### src/rtl/fifo_wr_arbiter.sv
// Round-robin write arbiter: grants one of NREQ requesters a burst of up to BURST words
// into a shared FIFO, honouring full (stall) and threshold (no new bursts) flags.
module fifo_wr_arbiter #(
  parameter int unsigned DW    = 32,
  parameter int unsigned NREQ  = 4,
  parameter int unsigned BURST = 4,
  localparam int unsigned OW   = (NREQ > 1) ? $clog2(NREQ) : 1
) (
  input  logic               clk,
  input  logic               rst,
  input  logic [NREQ-1:0]    req,
  input  logic [NREQ*DW-1:0] req_data,
  output logic [NREQ-1:0]    req_ack,
  input  logic               fifo_full,
  input  logic               fifo_threshold,
  output logic               wr,
  output logic [DW-1:0]      data_fifo,
  output logic               busy,
  output logic [OW-1:0]      owner
);

  typedef enum logic {StIdle, StBurst} state_e;

  state_e          r_state, w_state_nxt;
  logic [OW-1:0]   r_owner, w_owner_nxt;
  logic [OW-1:0]   r_last, w_last_nxt;
  logic [3:0]      r_beat, w_beat_nxt;
  logic [OW-1:0]   w_win;
  logic            w_found;
  logic            w_sel_req;
  logic            w_wr;
  logic [DW-1:0]   w_sel_data;

  // Request and data of the current owner
  always_comb begin
    w_sel_req  = 1'b0;
    w_sel_data = '0;
    for (int unsigned i = 0; i < NREQ; i++) begin
      if (r_owner == OW'(i)) begin
        w_sel_req  = req[i];
        w_sel_data = req_data[i*DW +: DW];
      end
    end
  end

  // First set request scanning upward from last_owner+1, wrapping
  always_comb begin
    w_win   = '0;
    w_found = 1'b0;
    for (int unsigned k = 1; k <= NREQ; k++) begin
      for (int unsigned j = 0; j < NREQ; j++) begin
        if (!w_found && req[j] && (((32'(r_last) + k) % NREQ) == j)) begin
          w_win   = OW'(j);
          w_found = 1'b1;
        end
      end
    end
  end

  assign w_wr      = (r_state == StBurst) & w_sel_req & ~fifo_full & ~rst;
  assign wr        = w_wr;
  assign busy      = (r_state == StBurst);
  assign owner     = r_owner;
  assign data_fifo = busy ? w_sel_data : '0;

  always_comb begin
    req_ack = '0;
    for (int unsigned i = 0; i < NREQ; i++) begin
      req_ack[i] = w_wr && (r_owner == OW'(i));
    end
  end

  always_comb begin
    w_state_nxt = r_state;
    w_owner_nxt = r_owner;
    w_last_nxt  = r_last;
    w_beat_nxt  = r_beat;
    case (r_state)
      StIdle: begin
        if ((|req) && !fifo_threshold) begin
          w_state_nxt = StBurst;
          w_owner_nxt = w_win;
          w_beat_nxt  = 4'd0;
        end
      end
      StBurst: begin
        if (!w_sel_req) begin
          w_state_nxt = StIdle;
          w_last_nxt  = r_owner;
        end else if (w_wr) begin
          w_beat_nxt = r_beat + 4'd1;
          if (r_beat == 4'(BURST - 1)) begin
            w_state_nxt = StIdle;
            w_last_nxt  = r_owner;
          end
        end
      end
      default: w_state_nxt = StIdle;
    endcase
  end

  always_ff @(posedge clk) begin
    if (rst) begin
      r_state <= StIdle;
      r_owner <= '0;
      r_last  <= OW'(NREQ - 1);
      r_beat  <= 4'd0;
    end else begin
      r_state <= w_state_nxt;
      r_owner <= w_owner_nxt;
      r_last  <= w_last_nxt;
      r_beat  <= w_beat_nxt;
    end
  end

endmodule

### config.mk
export PLATFORM = sky130hd
export DESIGN_NAME = fifo_wr_arbiter
export DESIGN_NICKNAME = d
export VERILOG_FILES = /design/src/rtl/fifo_wr_arbiter.sv
export SDC_FILE = /design/constraint.sdc
export NUM_CORES = 1
export LEC_CHECK = 0
export ABC_CLOCK_PERIOD_IN_PS = 3400
export BUFFER_PORTS_ARGS = -buffer_cell sky130_fd_sc_hd__buf_2
export CAP_MARGIN = 40
export CORE_MARGIN = 2
export CORE_UTILIZATION = 37
export DETAILED_ROUTE_END_ITERATION = 7
export PLACE_DENSITY = 0.84
export SLEW_MARGIN = 20
export SYNTH_ARGS = -nofsm -noshare
export SYNTH_HDL_FRONTEND = slang
export SYNTH_SLANG_ARGS = --single-unit
### constraint.sdc
create_clock -name clk -period 3.4 [get_ports clk]
set_input_delay 0.51 -clock clk [delete_from_list [all_inputs] [get_ports clk]]
set_output_delay 0.51 -clock clk [all_outputs]
set_load 0.01 [all_outputs]
## Yosys cells after proc, flatten, opt, wreduce, memory -nomap -nowiden

Cells that the tools add are included.

- $add $sub $neg: 5
- Equality and inequality tests: 21
- Multiplexer cells: 51
- Bitwise operators: 6
- Reductions and logical operators: 61

Operator list:

| cell | count |
|---|---|
| $mux 32 | 5 |
| $logic_not 32->1 | 4 |
| $logic_and 1x1->1 | 36 |
| $mux 2 | 17 |
| $mux 1 | 24 |
| $eq 2x2->1 const B | 10 |
| $logic_not 1->1 | 16 |
| $mux 4 | 3 |
| $eq 2x1->1 const B | 5 |
| $ne 2x1->1 const B | 4 |
| $pmux 4 s2 | 1 |
| $reduce_and 3->1 | 2 |
| $add 2x1->2 const B | 2 |
| $add 2x2->2 const B | 2 |
| $add 4x1->4 const B | 1 |
| $eq 4x2->1 const B | 1 |
| $reduce_or 4->1 | 1 |
| $and 1x1->1 | 3 |
| $not 1->1 | 3 |
| $logic_not 2->1 | 1 |
| $ne 2x2->1 const B | 1 |
| $pmux 1 s2 | 1 |
| $reduce_and 2->1 | 1 |

- Flip-flop bits (word level): 9
- Bits of input ports: 136
- Logic and storage cells: 148

## Logic depth before layout (Yosys ltp)

- Depth in word-level cells: 64
- Depth in mapped cells: 6
- Gate-level depth less buffers: 4

## Worst setup path after synthesis

OpenSTA, ideal clock, no wires.

- Path type: register to output
- From: reg r_owner[0] (netlist: owner[0])
- To: out data_fifo[25]
- Arrival time: 1486 ps
- Required time: 2890 ps
- Setup slack: 1404 ps
- Stages on the path, launching flop included: 5
- Buffers on the path: 2
- Cell sequence: dfxtp_1 > buf_6 > buf_2 > mux4_2 > and2_1

- Word-level cells in the longest chain between the ends: 6
- Elaborated cells between the ends (all ways): 9
- Classes of those cells: eq/ne (3); mux (5); reduce/logical (1)

RTL lines:

| element | line | text |
|---|---|---|
| start: declaration | 25 | `logic [OW-1:0] r_owner, w_owner_nxt;` |
| start signal: assignment | 110 | `r_owner <= w_owner_nxt;` |
| $logic_not 2->1 | 39 | `if (r_owner == OW'(i)) begin` |
| $mux 32 (3 in a row) | 39 |  |
| $mux 32 (*) | 39 |  |
| $mux 32 (*) | 64 | `assign data_fifo = busy ? w_sel_data : '0;` |
| end: declaration | 17 | `output logic [DW-1:0] data_fifo,` |

Mark *: on every way between the ends. The rest lies on a longest branch, timed or not.

## Worst setup path in the final report

- From: reg r_owner[0] (netlist: owner[0])
- To: out wr

- Word-level cells in the longest chain between the ends: 8
- Elaborated cells between the ends (all ways): 11
- Classes of those cells: eq/ne (3); mux (4); bitwise (3); reduce/logical (1)

RTL lines:

| element | line | text |
|---|---|---|
| $logic_not 2->1 | 39 |  |
| $mux 1 (3 in a row) | 39 |  |
| $mux 1 (*) | 39 |  |
| $and 1x1->1 (*) (3 in a row) | 60 | `assign w_wr = (r_state == StBurst) & w_sel_req & ~fifo_full & ~rst;` |
| end: declaration | 16 | `output logic wr,` |

Marks and branches as above.

==> run summary <==
outcome: complete, no violations
remaining routing DRC violations: 0
critical path launch point type: flop
Final Slew Violations: 0
synthesized instance count: 148
GPL Wtd Cong: 0.8552
Final Non-Filler Cells: 366
max-cap check violation count: 0
global-route wire length before repair: 10070 microns
final setup violating endpoints: 0
largest net degree at the start of global routing: 42
WP data arrival: 2.16 ns
post-detail-place hpwl: 5194 microns
Sum Neg Setup Slack: 0 ns
clock period minus final worst setup slack: 2.670 ns
Max VDD drop: 0.1470 mV
syn_nets: 285
Worst path top cell family by delay: flip-flops
Cells after DPL: 361
FF/Latch Area: 182.7 sq um
top-count cell post-synth: and2_1
worst-path cell chain: buf_12 -> mux4_2 -> nand2_4 -> inv_1 -> buf_2
final standard cell area without fillers: 0.002534 sq mm
total clock buffers created by CTS: 3
transition time of the tightest slew-check pin: 0.6909 ns
post-synthesis sequential element count: 9
ANT nets after route: 0
number of port buffers: 175
most used standard cells in the synthesized netlist: and2_1, mux4_2, dfxtp_1
ranking of synthesized cells by area: mux4_2, and2_1, dfxtp_1, mux4_1, nand3_1
min-delay worst type: flop to flop
share of flip-flops with an asynchronous set or reset: 0%
layout net count: 454
cell taking the most area after synthesis: mux4_2
die outline height: 69.07 microns
Max transition margin: 53.94%
count of routing violations after the opening detailed-route iteration: 78
unrepaired setup endpoints after global routing: no
CP Class: flop to output pin
Skew-Pair Late Insertion Delay: 0.23 ns
number of clock sinks seen by CTS: 9
vias after detailed routing: 1996
layout cells sized above 1: 68.35%
average wire length per cell after detail routing: 17.07 microns
primary flip-flop cell chosen by synthesis mapping: dfxtp_1
sequential-to-total area share from yosys stat: 11.50%
die outline width: 69.07 microns
Initial Util: 38.88%
slowest cell on the critical path: dfxtp_2
Std-Cell Rows: 23
multi-input logic area: 0.001290 sq mm
number of global-route vias before repair: 2050
initial antenna violation count: 0
peak per-stage delay on the critical path: 0.77 ns
crit share post-route: 78.54%
post-synthesis cell type count: 33
Fmax: 374.5 MHz
number of fill cells: 349
Crit path buffers/inverters: 3
total wire length: 6247 microns
clock tree buffer depth: 2
summed instance area of the synthesized netlist: 0.001567 sq mm
Core Box Area: 0.004029 sq mm
mean number of vias per cell: 5.454
CP Data Required Time: 2.89 ns
Critical Path Fanout Max: 21
count of flip-flops with a built-in enable after synthesis: 0
number of H-tree levels: 1
mean instance size in the synthesized netlist: 10.58 sq um
total of hold buffers inserted after clock tree synthesis: 0
All-Layer GR Usage: 26.05%
critical path capture point type: output pin
number of post-CTS setup repair buffers: 0
synthesis-to-layout area growth: 61.74%
count of pins on the block boundary: 176
drt first pass iters: 4
floorplan die area: 0.004770 sq mm
instance area at placement: 0.002461 sq mm
Power Density: 228.6 mW/mm^2
clock-pin transition on the worst setup and hold timing paths: 0.05 ns
Static Leakage: 1.280 nW
diode count: 0
area fraction of the dominant cell type after synthesis: 43.13%
Post-CTS Resized: 0
aggregate global routing overflow: 0
clock tree from TritonCTS: done
setup clock skew after layout: 0.003747 ns
synth warn: 0
final count of hold timing violations: 0
Root Buffer: clkbuf_8
worst register-to-register path, stage by stage, from the launching register on:
cell and delay, ns:
dfxtp_2 0.77, buf_12 0.26, mux4_2 0.60, nand2_4 0.13, o2111ai_1 0.12, o31ai_1 0.09
cell usage in the layout, fill, tap and decap left out:
cell type and instances:
buf_2 175, and2_1 32, mux4_2 30, nand3_1 8, dfxtp_1 7, inv_1 6, nand2_1 6, nor2_1 6
a21oi_1 5, o21ai_0 4, nand4_1 4, mux4_1 3, clkbuf_8 3, nor3b_1 2, a211o_1 2, o2111ai_1 2
mux2i_1 2, dfxtp_2 2, nor3b_2 1, nand2_4 1, nor3_1 1, a41oi_1 1, a221oi_1 1, a31o_2 1
o31ai_1 1, o22ai_1 1, o31a_1 1, or2_1 1, a31oi_1 1, o211ai_1 1, ha_1 1, clkbuf_1 1
buf_16 1, buf_12 1, buf_4 1
per-layer routing:
metal  share of wire [%]  track usage [%]
met5                   0                0
met3                 6.2            4.240
met1                  38            30.72
met2                  52            47.44
met4                 3.6            9.150
cell families (layout without fill, tap and decap cells):
group | after synthesis | in the layout | share of synthesized area [%]
flip-flops | 9 | 9 | 11.50
AND/OR/NAND/NOR | 62 | 62 | 23.00
adder cells (fa/ha/maj) | 1 | 1 | 0.7986
multiplexers | 35 | 35 | 49.44
AO/OA/AOI/OAI | 21 | 21 | 9.107
buffers and inverters | 20 | 188 | 6.149
layout make-up:
type / instances / share of cell area [%]
multi-input combinational: 119 / 50.91
timing repair buffer: 178 / 36.74
sequential: 9 / 7.210
tap: 50 / 2.469
clock buffer: 4 / 1.778
inverter: 6 / 0.8889
path summary, 6_finish.rpt:
kind	startpoint	end	slack, ns	cells after the start
hold reg to reg	r_beat[1]$_SDFFE_PP0P_	r_beat[1]$_SDFFE_PP0P_	0.50	2
setup / recovery	owner[0]$_SDFFE_PP0P_	wr	0.73	5
setup reg to reg	owner[0]$_SDFFE_PP0P_	r_beat[3]$_SDFFE_PP0P_	1.33	5
hold / removal	r_beat[1]$_SDFFE_PP0P_	r_beat[1]$_SDFFE_PP0P_	0.50	2
stage by stage:
step	hold slack (ns)	utilization [%]	setup slack, ns	power [mW]
finish	0.4978	62.89	0.7298	0.5792
global route	0.5287	62.89	0.5720	0.6183
CTS	0.5002	62.21	0.6939	0.5770
detailed placement	0.4900	61.09	0.9503	0.4513
global placement	0.4627	61.09	0.9840	0.4400
floorplan	0.4424	-	1.404	0.3196
flip-flops by register name, indices dropped and copies added (netlist names):
register,count
r_last,2
owner,2
busy,1
r_beat,4
where the power goes:
part	internal (mW)	total [mW]	switching (mW)
Clock	0.0817	0.124	0.0425
Sequential	0.112	0.135	0.0228
Combinational	0.197	0.320	0.123
No activity file was read; power rests on OpenSTA's default activity.
